**src/rtl/fir_arb_pkg.sv**
```systemverilog
// Shared types and the round-robin pick helper for the FIR frame arbiter.
// The pick helper works on a fixed 8-wide request vector so one function serves every channel count.
package fir_arb_pkg;

  typedef enum logic [1:0] {
    IDLE    = 2'd0,
    FORWARD = 2'd1,
    DRAIN   = 2'd2
  } arb_state_e;

  localparam int NUM_CH_DEF = 4;
  localparam int DATA_W_DEF = 32;
  localparam int RR_MAX     = 8;

  // Returns {found, idx}: first set request scanning ptr, ptr+1, ... modulo n.
  function automatic logic [3:0] rr_pick(input logic [RR_MAX-1:0] req,
                                         input logic [2:0]        ptr,
                                         input logic [3:0]        n);
    logic [3:0] res;
    logic [3:0] pos;
    res = 4'd0;
    for (int unsigned k = 0; k < RR_MAX; k++) begin
      pos = {1'b0, ptr} + k[3:0];
      if (pos >= n) begin
        pos = pos - n;
      end else begin
        pos = pos;
      end
      if ((k[3:0] < n) && !res[3] && req[pos[2:0]]) begin
        res = {1'b1, pos[2:0]};
      end else begin
        res = res;
      end
    end
    return res;
  endfunction

endpackage

```
**src/rtl/rr_arbiter.sv**
```systemverilog
// Combinational round-robin grant: picks the first requester at or after ptr.
module rr_arbiter
  import fir_arb_pkg::*;
#(
  parameter int NUM_CH = NUM_CH_DEF,
  parameter int CH_W   = $clog2(NUM_CH)
) (
  input  logic [NUM_CH-1:0] req,
  input  logic [CH_W-1:0]   ptr,
  output logic [CH_W-1:0]   grant,
  output logic              grant_valid
);

  logic [RR_MAX-1:0] req_pad_s;
  logic [2:0]        ptr_pad_s;
  logic [3:0]        pick_s;

  // Widen the request/pointer to the helper's fixed width and run the pick.
  always_comb begin
    req_pad_s               = {RR_MAX{1'b0}};
    req_pad_s[NUM_CH-1:0]   = req;
    ptr_pad_s               = 3'(ptr);
    pick_s                  = rr_pick(req_pad_s, ptr_pad_s, 4'(NUM_CH));
  end

  assign grant       = CH_W'(pick_s[2:0]);
  assign grant_valid = pick_s[3];

endmodule

```
**src/rtl/fir_frame_arbiter.sv**
```systemverilog
// Shares one FIR between NUM_CH AXI-Stream sources, one whole frame at a time,
// tagging the FIR's returning stream with the granted channel.
module fir_frame_arbiter
  import fir_arb_pkg::*;
#(
  parameter int NUM_CH        = NUM_CH_DEF,
  parameter int DATA_W        = DATA_W_DEF,
  parameter int CH_W          = $clog2(NUM_CH),
  parameter int DRAIN_TIMEOUT = 64
) (
  input  logic                     s00_axis_aclk,
  input  logic                     s00_axis_aresetn,
  input  logic [NUM_CH-1:0]        s00_axis_tvalid,
  input  logic [NUM_CH*DATA_W-1:0] s00_axis_tdata,
  input  logic [NUM_CH-1:0]        s00_axis_tlast,
  output logic [NUM_CH-1:0]        s00_axis_tready,
  output logic                     m00_axis_tvalid,
  input  logic                     m00_axis_tready,
  output logic [DATA_W-1:0]        m00_axis_tdata,
  output logic                     m00_axis_tlast,
  output logic [DATA_W/8-1:0]      m00_axis_tstrb,
  input  logic                     s01_axis_tvalid,
  output logic                     s01_axis_tready,
  input  logic [DATA_W-1:0]        s01_axis_tdata,
  input  logic                     s01_axis_tlast,
  output logic                     m01_axis_tvalid,
  input  logic                     m01_axis_tready,
  output logic [DATA_W-1:0]        m01_axis_tdata,
  output logic                     m01_axis_tlast,
  output logic [CH_W-1:0]          m01_axis_tdest,
  output logic [CH_W-1:0]          cur_ch,
  output logic                     busy,
  output logic [15:0]              frame_count,
  output logic                     stray_err,
  output logic                     drain_timeout
);

  localparam int                  TIMER_W    = $clog2(DRAIN_TIMEOUT) + 1;
  localparam logic [TIMER_W-1:0]  TIMER_LAST = TIMER_W'(DRAIN_TIMEOUT - 1);
  localparam logic [CH_W-1:0]     CH_LAST    = CH_W'(NUM_CH - 1);

  arb_state_e         state_r, next_state_s;
  logic [CH_W-1:0]    rr_ptr_r, cur_ch_r, grant_s;
  logic               grant_valid_s;
  logic [15:0]        frame_count_r;
  logic               ret_done_r, stray_err_r, drain_timeout_r, run_r;
  logic [TIMER_W-1:0] timer_r;
  logic               sel_tvalid_s, sel_tlast_s;
  logic               m00_tvalid_s, m00_tlast_s;
  logic [NUM_CH-1:0]  s00_tready_s;
  logic               s01_tready_s, m01_tvalid_s;
  logic               ret_acc_s, ret_last_s, timeout_s, frame_done_s;

  rr_arbiter #(
    .NUM_CH (NUM_CH),
    .CH_W   (CH_W)
  ) u_rr (
    .req         (s00_axis_tvalid),
    .ptr         (rr_ptr_r),
    .grant       (grant_s),
    .grant_valid (grant_valid_s)
  );

  assign sel_tvalid_s = s00_axis_tvalid[cur_ch_r];
  assign sel_tlast_s  = s00_axis_tlast[cur_ch_r];

  // Return path: owned by the granted frame outside IDLE, swallowed in IDLE.
  always_comb begin
    s01_tready_s = 1'b0;
    m01_tvalid_s = 1'b0;
    case (state_r)
      IDLE: begin
        s01_tready_s = run_r;
        m01_tvalid_s = 1'b0;
      end
      FORWARD, DRAIN: begin
        s01_tready_s = m01_axis_tready;
        m01_tvalid_s = s01_axis_tvalid;
      end
      default: begin
        s01_tready_s = 1'b0;
        m01_tvalid_s = 1'b0;
      end
    endcase
  end

  assign ret_acc_s  = s01_axis_tvalid & s01_tready_s;
  assign ret_last_s = ret_acc_s & s01_axis_tlast;

  // Next-state and input-side forwarding.
  always_comb begin
    next_state_s = state_r;
    m00_tvalid_s = 1'b0;
    m00_tlast_s  = 1'b0;
    s00_tready_s = {NUM_CH{1'b0}};
    timeout_s    = 1'b0;
    case (state_r)
      IDLE: begin
        if (grant_valid_s) begin
          next_state_s = FORWARD;
        end else begin
          next_state_s = IDLE;
        end
      end
      FORWARD: begin
        m00_tvalid_s           = sel_tvalid_s;
        m00_tlast_s            = sel_tlast_s;
        s00_tready_s[cur_ch_r] = m00_axis_tready;
        if (sel_tvalid_s && m00_axis_tready && sel_tlast_s) begin
          // FIR already flushed this frame: nothing left to drain.
          if (ret_done_r || ret_last_s) begin
            next_state_s = IDLE;
          end else begin
            next_state_s = DRAIN;
          end
        end else begin
          next_state_s = FORWARD;
        end
      end
      DRAIN: begin
        if (ret_last_s) begin
          next_state_s = IDLE;
        end else if (!ret_acc_s && (timer_r == TIMER_LAST)) begin
          next_state_s = IDLE;
          timeout_s    = 1'b1;
        end else begin
          next_state_s = DRAIN;
        end
      end
      default: begin
        next_state_s = IDLE;
      end
    endcase
  end

  assign frame_done_s = (state_r != IDLE) && (next_state_s == IDLE);

  // FSM, grant and round-robin pointer registers.
  always_ff @(posedge s00_axis_aclk or negedge s00_axis_aresetn) begin
    if (!s00_axis_aresetn) begin
      state_r  <= IDLE;
      rr_ptr_r <= {CH_W{1'b0}};
      cur_ch_r <= {CH_W{1'b0}};
      run_r    <= 1'b0;
    end else begin
      state_r <= next_state_s;
      run_r   <= 1'b1;
      if ((state_r == IDLE) && grant_valid_s) begin
        cur_ch_r <= grant_s;
        rr_ptr_r <= (grant_s == CH_LAST) ? {CH_W{1'b0}} : grant_s + CH_W'(1);
      end else begin
        cur_ch_r <= cur_ch_r;
        rr_ptr_r <= rr_ptr_r;
      end
    end
  end

  // Frame bookkeeping: early-return flag, drain timer, counters and pulses.
  always_ff @(posedge s00_axis_aclk or negedge s00_axis_aresetn) begin
    if (!s00_axis_aresetn) begin
      ret_done_r      <= 1'b0;
      timer_r         <= {TIMER_W{1'b0}};
      frame_count_r   <= 16'd0;
      stray_err_r     <= 1'b0;
      drain_timeout_r <= 1'b0;
    end else begin
      if (next_state_s == IDLE) begin
        ret_done_r <= 1'b0;
      end else if ((state_r == FORWARD) && ret_last_s) begin
        ret_done_r <= 1'b1;
      end else begin
        ret_done_r <= ret_done_r;
      end
      if ((state_r != DRAIN) || ret_acc_s) begin
        timer_r <= {TIMER_W{1'b0}};
      end else begin
        timer_r <= timer_r + TIMER_W'(1);
      end
      if (frame_done_s) begin
        frame_count_r <= frame_count_r + 16'd1;
      end else begin
        frame_count_r <= frame_count_r;
      end
      stray_err_r     <= (state_r == IDLE) && ret_acc_s;
      drain_timeout_r <= timeout_s;
    end
  end

  assign s00_axis_tready = s00_tready_s;
  assign m00_axis_tvalid = m00_tvalid_s;
  assign m00_axis_tdata  = s00_axis_tdata[cur_ch_r*DATA_W +: DATA_W];
  assign m00_axis_tlast  = m00_tlast_s;
  assign m00_axis_tstrb  = {(DATA_W/8){1'b1}};
  assign s01_axis_tready = s01_tready_s;
  assign m01_axis_tvalid = m01_tvalid_s;
  assign m01_axis_tdata  = s01_axis_tdata;
  assign m01_axis_tlast  = s01_axis_tlast;
  assign m01_axis_tdest  = cur_ch_r;
  assign cur_ch          = cur_ch_r;
  assign busy            = (state_r != IDLE);
  assign frame_count     = frame_count_r;
  assign stray_err       = stray_err_r;
  assign drain_timeout   = drain_timeout_r;

endmodule

```
**config.mk**
```make
export PLATFORM = sky130hd
export DESIGN_NAME = fir_frame_arbiter
export DESIGN_NICKNAME = d
export VERILOG_FILES = /design/src/rtl/fir_arb_pkg.sv /design/src/rtl/rr_arbiter.sv /design/src/rtl/fir_frame_arbiter.sv
export SDC_FILE = /design/constraint.sdc
export NUM_CORES = 1
export LEC_CHECK = 0
export CORE_MARGIN = 2
export CORE_UTILIZATION = 29
export DETAILED_ROUTE_END_ITERATION = 8
export GPL_TIMING_DRIVEN = 0
export HOLD_SLACK_MARGIN = 0.15
export PLACE_DENSITY_LB_ADDON = 0.25
export SLEW_MARGIN = 10
export SYNTH_ARGS = -nofsm -noshare
export SYNTH_HDL_FRONTEND = slang
export SYNTH_SLANG_ARGS = --single-unit
```
**constraint.sdc**
```tcl
create_clock -name s00_axis_aclk -period 2.6 [get_ports s00_axis_aclk]
set_input_delay 0.26 -clock s00_axis_aclk [delete_from_list [all_inputs] [get_ports s00_axis_aclk]]
set_output_delay 0.26 -clock s00_axis_aclk [all_outputs]
set_load 0.005 [all_outputs]
```
==> flow_metrics.tcl, run 1 <==
set metrics [dict create \
    status "complete, no violations" \
    min_to "timer_r[0]" \
    r2r_setup_slack_ps 90 \
    post_synth_mux_area_share 0.274 \
    max_stage_delay_ps 500 \
    vias 3324 \
    highest_layer "met5" \
    crit_path_start_kind "register" \
    drc_errors 0 \
    clkPwrFrac 0.082 \
    nets 710 \
    path_cells "buf_2 > clkbuf_2 > mux4_2 > clkdlybuf4s50_1" \
    drt-met1-wl_um 6250 \
    drive_gt1_frac 0.244 \
    die_area_mm2 0.0116 \
    r2r_cells 11 \
    power.internal_w 0.00294 \
    leakagePower_nw 2.35 \
    yosys.area_share.simple 0.119 \
    max-slew-margin-rel 0.519 \
    switchingPower_w 0.00178 \
    port_buffers 236 \
    ios 274 \
    p_sw_frac 0.377 \
    timing.fmax_mhz 397 \
    final.period_utilization 0.969 \
    antenna_found_initial 1 \
    period_minus_slack_ps 2520 \
    detail_route.wl_per_cell_um 22.0 \
    synth_cell_types 53 \
    grt_overflow 0 \
    fp.dieH_um 108 \
    vias_per_cell 5.01 \
    cts_max_path_buffers 2 \
    hp-class "register to register" \
    critPathKind "register to primary output" \
    seq_area_frac_synth 0.264 \
    startpoint "cur_ch[1]" \
    synth_warnings 0 \
    setup_viol 0 \
    clock_latency_ps 290 \
    worst_pin_slew_ps 721 \
    synth_xor_area_frac 0.0533 \
    grt_pass1_vias 3378 \
    core_mm2 0.0104 \
    rows 37 \
    num_antenna_cells 0 \
    hold_viol_final 0 \
    finalMaxSlewViolations 0 \
    gp_congestion 0.909 \
    finalWirelength_um 14600 \
    synth_cells 273 \
    fin_util 0.567 \
    postSynth.asyncResetShare 1.00 \
    crit_arrival_ps 2260 \
    cts_tree "built" \
    end_kind "primary output" \
    synth-edff-count 0 \
    dr_wl_met3_um 1160 \
    grt_pass1_wl_um 20800 \
    drt-pass1-iter-count 6 \
    comb_power_share 0.756 \
    rr_startpoint "rr_ptr_r[0]" \
    postRouteAntennaNets 0 \
    die_x_um 108 \
    skew_ps 2.81 \
    path_clk_slew_ps 70 \
    maxCapViolations 0 \
    synth-main-ff-cell "dfrtp_1" \
    cp_max_fo 10 \
    p_seq_frac 0.162 \
    synth_top_family_by_area "multiplexers" \
    grt_use_total 0.243 \
    ir_worst_vdd_v 0.000599 \
    synth_compound_area_frac 0.115 \
    clock_sinks 33 \
    synth_fa_ha_area_frac 0.0361 \
    layout_commonest_cell "clkdlybuf4s50_1" \
    finalInstanceArea_mm2 0.00588 \
    htreeDepth 2 \
    worst_r2r_endpoint "rr_ptr_r[1]" \
    numCtsBuffers 5 \
    wl_met2_um 7060 \
    total_power_w 0.00472 \
    first_iter_violations 386 \
    ys_ff_latch 33 \
    cts_root_buf "clkbuf_8" \
    power.density_mw_per_mm2 803 \
    place_area_mm2 0.00567 \
    critPathSlowestCell "clkdlybuf4s50_1" \
    synthesis.area_mm2 0.00312 \
    hold_depth 1 \
    start_util 0.301 \
    most-common-layout-cells "233 x clkdlybuf4s50_1, 46 x buf_4, 36 x mux4_2" \
    area_delta_synth_final_pct 88.2 \
    synth_area_per_cell_um2 11.4 \
    dp_hpwl_um 12600 \
    hp-start "timer_r[0]" \
    grt_max_degree 34 \
    required_ps 2340 \
]
-- cell type report --
class / count / area [um^2]
Sequential cell: 33 / 828
Fill cell: 907 / 4490
Tap cell: 136 / 170
Timing Repair Buffer: 243 / 2410
Clock buffer: 6 / 72.6
Clock inverter: 2 / 10.0
Multi-Input combinational cell: 179 / 1910
Buffer: 56 / 438
Inverter: 9 / 33.8
-- routing by layer --
metal	up-vias	global-route usage
met4	2	0.0302
met1	1668	0.327
met2	134	0.398
met3	13	0.0696
li1	1507	-
met5	-	0
-- flip-flops by register name, indices dropped and copies added (netlist names), 2 cells and up --
signal and cells:
state_r 2, frame_count 16, timer_r 7, cur_ch 2
rr_ptr_r 2
-- stage by stage --
stage	setup WS, ps	instances	TNS, ps	hold slack, ps
floorplan	117	277	0	-35.6
global placement	-131	649	-407	448
global route	-1.00	664	-1.00	487
detailed placement	-232	649	-1060	363
finish	81.5	664	0	465
CTS	9.06	659	0	463
-- worst max path at each step --
stage	to	slack (ps)
2_1_floorplan	rr_ptr_r[1]	120
3_3_place_gp	rr_ptr_r[1]	-130
3_5_place_dp	rr_ptr_r[1]	-230
4_1_cts	rr_ptr_r[1]	9
5_1_grt	rr_ptr_r[1]	-1
6_report	m00_axis_tdata[28]	80
-- synth_stat cells (2+ instances only) --
cell type	number	area [um^2]
a21oi_1	5	25.0
and2_1	6	37.5
and3_1	11	68.8
and4_1	5	43.8
buf_2	8	40.0
buf_4	41	308
clkbuf_1	4	15.0
dfrtp_1	33	826
ha_1	9	113
inv_1	9	33.8
mux2_2	4	45.0
mux4_2	36	811
nand2_1	10	37.5
nand3_1	3	15.0
nor2_1	12	45.0
nor2b_1	2	12.5
nor3b_1	2	15.0
o2111ai_1	6	52.6
o2111ai_2	2	30.0
o211ai_1	7	52.6
o21ai_0	7	35.0
o31ai_1	2	15.0
or2_2	2	12.5
xnor2_1	17	149
xor2_1	2	17.5
-- what timing repair did --
item / 4_1_cts / 5_1_grt
gates resized for setup: 21 / 8
hold buffers: 1 / 0
endpoints found under the hold margin: 33 / 0
setup buffers: 1 / 5
pin swaps: 0 / 3
setup endpoints to repair: 31 / 4
-- kinds of logic after synthesis --
logic type               count (synthesis)
other                                    1
AO/OA/AOI/OAI                           43
flip-flops                              33
buffers and inverters                   65
XOR/XNOR                                19
AND/OR/NAND/NOR                         63
adder cells (fa/ha/maj)                  9
multiplexers                            40
-- power groups by stage --
stage	Combinational (W)	Clock (W)	Sequential, W
floorplan	0.00179	0	0.000743
global placement	0.00330	0	0.000767
detailed placement	0.00335	0	0.000773
CTS	0.00348	0.000387	0.000771
global route	0.00383	0.000414	0.000784
finish	0.00357	0.000387	0.000764
-- worst max-delay path, delay by kind of cell, from the launching register on --
| kind | cells | cell delay (ps) |
|---|---|---|
| buf+inv | 3 | 1120 |
| mux | 1 | 380 |
| flops | 1 | 470 |
No activity file was read; power rests on OpenSTA's default activity.
==> run 2, diff against run 1 <==
Settings changed: MAX_ROUTING_LAYER set to met4.
==> run 2 against run 1 <==
Against the previous run:
- wire length up 0.21%
- final cell count is 0.15% lower
- worst hold slack gained 8.7 ps
- first-iteration DRC count fell by 28%
- sequential share of layout area barely moved
- register-to-register slack is essentially flat
- flip-flop and latch count stayed put
- clock skew grew 2.7 ps
- maximum frequency grew 0.83%
- sequential power increased by 1%
- critical endpoint is now rr_ptr_r[1]
==> flow_metrics.tcl, run 2 (same netlist as run 1, synthesis figures left out) <==
set metrics [dict create \
    skew_ps 5.53 \
    grt_use_total 0.252 \
    ios 274 \
    rr_startpoint "rr_ptr_r[0]" \
    period_minus_slack_ps 2500 \
    grt_max_degree 34 \
    grt_setup_unrepaired "true" \
    start_util 0.301 \
    worst_pin_slew_ps 724 \
    htreeDepth 2 \
    ir_worst_vdd_v 0.000579 \
    hold_depth 1 \
    most-common-layout-cells "235 x clkdlybuf4s50_1, 44 x buf_4, 36 x mux4_2" \
    cts_root_buf "clkbuf_8" \
    vias 3316 \
    largest_reg_flops 16 \
    worst_r2r_endpoint "rr_ptr_r[1]" \
    timing.fmax_mhz 400 \
    first_iter_violations 278 \
    clock_latency_ps 280 \
    finalWirelength_um 14600 \
    grt_pass1_vias 3411 \
    hp-class "register to register" \
    finalInstanceArea_mm2 0.00586 \
    whs_ps 474 \
    rows 37 \
    area_delta_synth_final_pct 87.6 \
    r2r_cells 10 \
    cp_max_fo 10 \
    layout_commonest_cell "clkdlybuf4s50_1" \
    crit_path_start_kind "register" \
    min_to "timer_r[0]" \
    fp.dieH_um 108 \
    status "complete, no violations" \
    fillers 925 \
    path_clk_slew_ps 70 \
    die_x_um 108 \
    critPathKind "register to register" \
    grt_pass1_wl_um 21000 \
    end_kind "register" \
    die_area_mm2 0.0116 \
    cts_tree "built" \
    drive_gt1_frac 0.241 \
    postRouteAntennaNets 0 \
    core_mm2 0.0104 \
    required_ps 2770 \
    dp_hpwl_um 12700 \
    power.density_mw_per_mm2 795 \
    cts_max_path_buffers 2 \
    total_power_w 0.00466 \
    detail_route.wl_per_cell_um 22.0 \
    clock_sinks 33 \
    hp-start "timer_r[0]" \
    leakagePower_nw 2.32 \
    place_area_mm2 0.00567 \
    vias_per_cell 5.00 \
    setup_viol 0 \
    max-slew-margin-rel 0.517 \
    maxCapViolations 0 \
    drt-pass1-iter-count 4 \
    grt_overflow 0 \
    port_buffers 236 \
    numCtsBuffers 5 \
    drc_errors 0 \
    finalMaxSlewViolations 0 \
    antenna_found_initial 1 \
    hold_viol_final 0 \
    final.period_utilization 0.961 \
    gp_congestion 0.921 \
    crit_arrival_ps 2660 \
    r2r_setup_slack_ps 100 \
    nets 708 \
]
==> run 2: changes by cell type in the layout (fill, tap and decap cells not counted), sizes merged <==
cell,previous run,this run
buf,59,57
diode,0,1
clkdlybuf4s50,233,235
dlymetal6s2s,1,0
dlygate4sd2,1,0
==> run 2: timing repair <==
action,4_1_cts,5_1_grt
endpoints found under the hold margin,33,0
setup buffers,2,2
hold buffers,1,0
endpoints found under the setup margin,31,18
resized for setup,16,9
==> run 2: cell type report <==
| type | instances | area, um^2 | share of cell area |
|---|---|---|---|
| timing repair buffer | 241 | 2400 | 0.409 |
| multi-input combinational | 179 | 1910 | 0.326 |
| sequential | 33 | 828 | 0.141 |
| buffer | 56 | 435 | 0.0743 |
| tap | 136 | 170 | 0.0290 |
| clock buffer | 6 | 72.6 | 0.0124 |
| inverter | 9 | 33.8 | 0.00577 |
| clock inverter | 2 | 10.0 | 0.00171 |
| antenna | 1 | 2.50 | 0.000427 |
==> run 2: stage by stage <==
step                       util  worst slack [ps]  instances  setup TNS [ps]
after floorplan               -               117        277               0
after global placement    0.547              -190        649            -513
after detailed placement  0.546              -263        649            -724
after CTS                 0.561              3.70        660               0
after global routing      0.565             -49.5        663           -49.5
final                     0.565               102        663               0
==> run 2: worst max-delay path by stage <==
stage | cells past startpoint | startpoint | slack (ps) | end
floorplan | 10 | rr_ptr_r[0] | 120 | rr_ptr_r[1]
global placement | 10 | rr_ptr_r[0] | -190 | rr_ptr_r[1]
detailed placement | 10 | rr_ptr_r[0] | -260 | rr_ptr_r[1]
CTS | 4 | cur_ch[1] | 4 | m00_axis_tdata[31]
global route | 10 | rr_ptr_r[0] | -50 | rr_ptr_r[1]
finish | 10 | rr_ptr_r[0] | 100 | rr_ptr_r[1]
==> run 2: power breakdown <==
group | internal (W) | switching (W) | leakage [nW]
registers | 0.000631 | 0.000141 | 0.435
logic | 0.00209 | 0.00141 | 1.84
clock network | 0.000186 | 0.000190 | 0.0450
total | 0.00291 | 0.00175 | 2.32
==> run 2: layer usage <==
metal | routed length [um] | share of wire | up-vias | GRT usage
met2 | 7050 | 0.48 | 156 | 0.399
li1 | - | - | 1507 | -
met1 | 5870 | 0.40 | 1641 | 0.320
met4 | 177 | 0.012 | 0 | 0.0385
met3 | 1520 | 0.10 | 12 | 0.0878
met5 | 0 | 0 | - | -
==> run 2: worst max-delay path, cell delays in order (launching register included) <==
cell and delay [ps]:
dfrtp_1 360, buf_6 100, inv_1 60, ha_1 300, buf_6 140, mux4_2 510, o21ai_0 100, a21oi_1 100
a31oi_2 200, ha_1 260, mux2_2 260
==> run 3, diff against run 2 <==
Settings changed: SKIP_CTS_REPAIR_TIMING set to 1, SKIP_LAST_GASP set to 1.
==> run 3 against run 2 <==
Against the previous run:
- global-route usage is 0.14 points lower
- critical endpoint is now m00_axis_tdata[31]
- combinational power about the same
- sequential power shrank 0.8%
- critical path type is now register to primary output
- flip-flop and latch count did not move
- cell area down 0.13%
- utilization is 0.072 points lower
- first-iteration DRC count shrank 15%
- highest routed layer unchanged
==> flow_metrics.tcl, run 3 (same netlist as run 1, synthesis figures left out) <==
set metrics [dict create \
    area_delta_synth_final_pct 87.3 \
    rows 37 \
    period_minus_slack_ps 2510 \
    hp-start "timer_r[0]" \
    antenna_found_initial 1 \
    hp-class "register to register" \
    start_util 0.301 \
    required_ps 2340 \
    worst_pin_slew_ps 726 \
    crit_path_start_kind "register" \
    path_clk_slew_ps 70 \
    cts_max_path_buffers 2 \
    finalMaxSlewViolations 0 \
    leakagePower_nw 2.32 \
    maxCapViolations 0 \
    min_to "timer_r[0]" \
    finalInstanceArea_mm2 0.00585 \
    pre_cts_slack_ps -263 \
    drt-pass1-iter-count 4 \
    grt_pass1_wl_um 20800 \
    detail_route.wl_per_cell_um 22.1 \
    layout_commonest_cell "clkdlybuf4s50_1" \
    fin_ws_ps 87.0 \
    cts_tree "built" \
    hold_depth 1 \
    finalWirelength_um 14600 \
    die_x_um 108 \
    vias_per_cell 5.05 \
    drc_errors 0 \
    postRouteAntennaNets 0 \
    fp.dieH_um 108 \
    status "complete, no violations" \
    cp_max_fo 10 \
    vias 3345 \
    hold_viol_final 0 \
    fin_util 0.564 \
    end_kind "primary output" \
    critPathKind "register to primary output" \
    critPathSlowestCell "clkdlybuf4s50_1" \
    first_iter_violations 237 \
    grt_max_degree 34 \
    final.period_utilization 0.967 \
    r2r_setup_slack_ps 110 \
    clock_latency_ps 280 \
    critPathTopFamily "buffers and inverters" \
    setup_viol 0 \
    place_area_mm2 0.00567 \
    crit_arrival_ps 2250 \
    grt_use_total 0.251 \
    ir_worst_vdd_v 0.000580 \
    port_buffers 236 \
    rr_startpoint "rr_ptr_r[1]" \
    max-slew-margin-rel 0.516 \
    power.density_mw_per_mm2 792 \
    max_stage_delay_ps 490 \
    grt_pass1_vias 3372 \
    path_cells "clkbuf_2 > clkbuf_4 > mux4_2 > clkdlybuf4s50_1" \
    cp.buffers_inverters 3 \
    skew_ps 5.54 \
    startpoint "cur_ch[1]" \
    largest_reg_flops 16 \
    worst_r2r_endpoint "rr_ptr_r[1]" \
    r2r_cells 9 \
    gp_congestion 0.921 \
    cts_root_buf "clkbuf_8" \
    timing.fmax_mhz 398 \
    nets 708 \
    die_area_mm2 0.0116 \
    drive_gt1_frac 0.241 \
    htreeDepth 2 \
    grt_overflow 0 \
    clock_sinks 33 \
    numCtsBuffers 5 \
    ios 274 \
    most-common-layout-cells "235 x clkdlybuf4s50_1, 46 x buf_4, 36 x mux4_2" \
    total_power_w 0.00464 \
    core_mm2 0.0104 \
    whs_ps 471 \
    dp_hpwl_um 12700 \
]
[run 3: power by group]
group	internal [W]	switching [W]
logic	0.00207	0.00142
registers	0.000631	0.000135
clock network	0.000186	0.000190
total	0.00289	0.00174
[run 3: layer usage]
| metal | track usage | routed length, um |
|---|---|---|
| met4 | 0.0375 | 192 |
| met3 | 0.0854 | 1490 |
| met1 | 0.320 | 5930 |
| met2 | 0.397 | 7020 |
| met5 | - | 0 |
[run 3: worst max path at each step]
stage	to	slack [ps]	cells after the start
floorplan	rr_ptr_r[1]	120	10
global placement	rr_ptr_r[1]	-190	10
detailed placement	rr_ptr_r[1]	-260	10
CTS	m00_axis_tdata[31]	-440	4
global route	rr_ptr_r[1]	-9	9
finish	m00_axis_tdata[31]	90	4
[run 3: worst register-to-register path, stage by stage, from the launching register on]
cell	delay (ps)
dfrtp_2	420
inv_1	90
ha_1	300
buf_6	140
mux4_2	510
o21ai_0	100
a21oi_1	100
a31oi_2	200
ha_1	260
mux2_2	260
[run 3: final cells by class]
class                   count  area (um^2)
flip-flops and latches     33          828
repair buffers            241         2400
inverters                   9         33.8
multi-input cells         179         1910
well taps                 136          170
diodes                      1         2.50
fillers                   930         4520
clock inverters             2         10.0
plain buffers              56          428
clock buffers               6         72.6
[run 3: stage by stage]
step                cells  setup TNS [ps]
global placement      649            -513
finish                663               0
detailed placement    649            -724
global route          663           -9.36
CTS                   657           -8540
floorplan             277               0
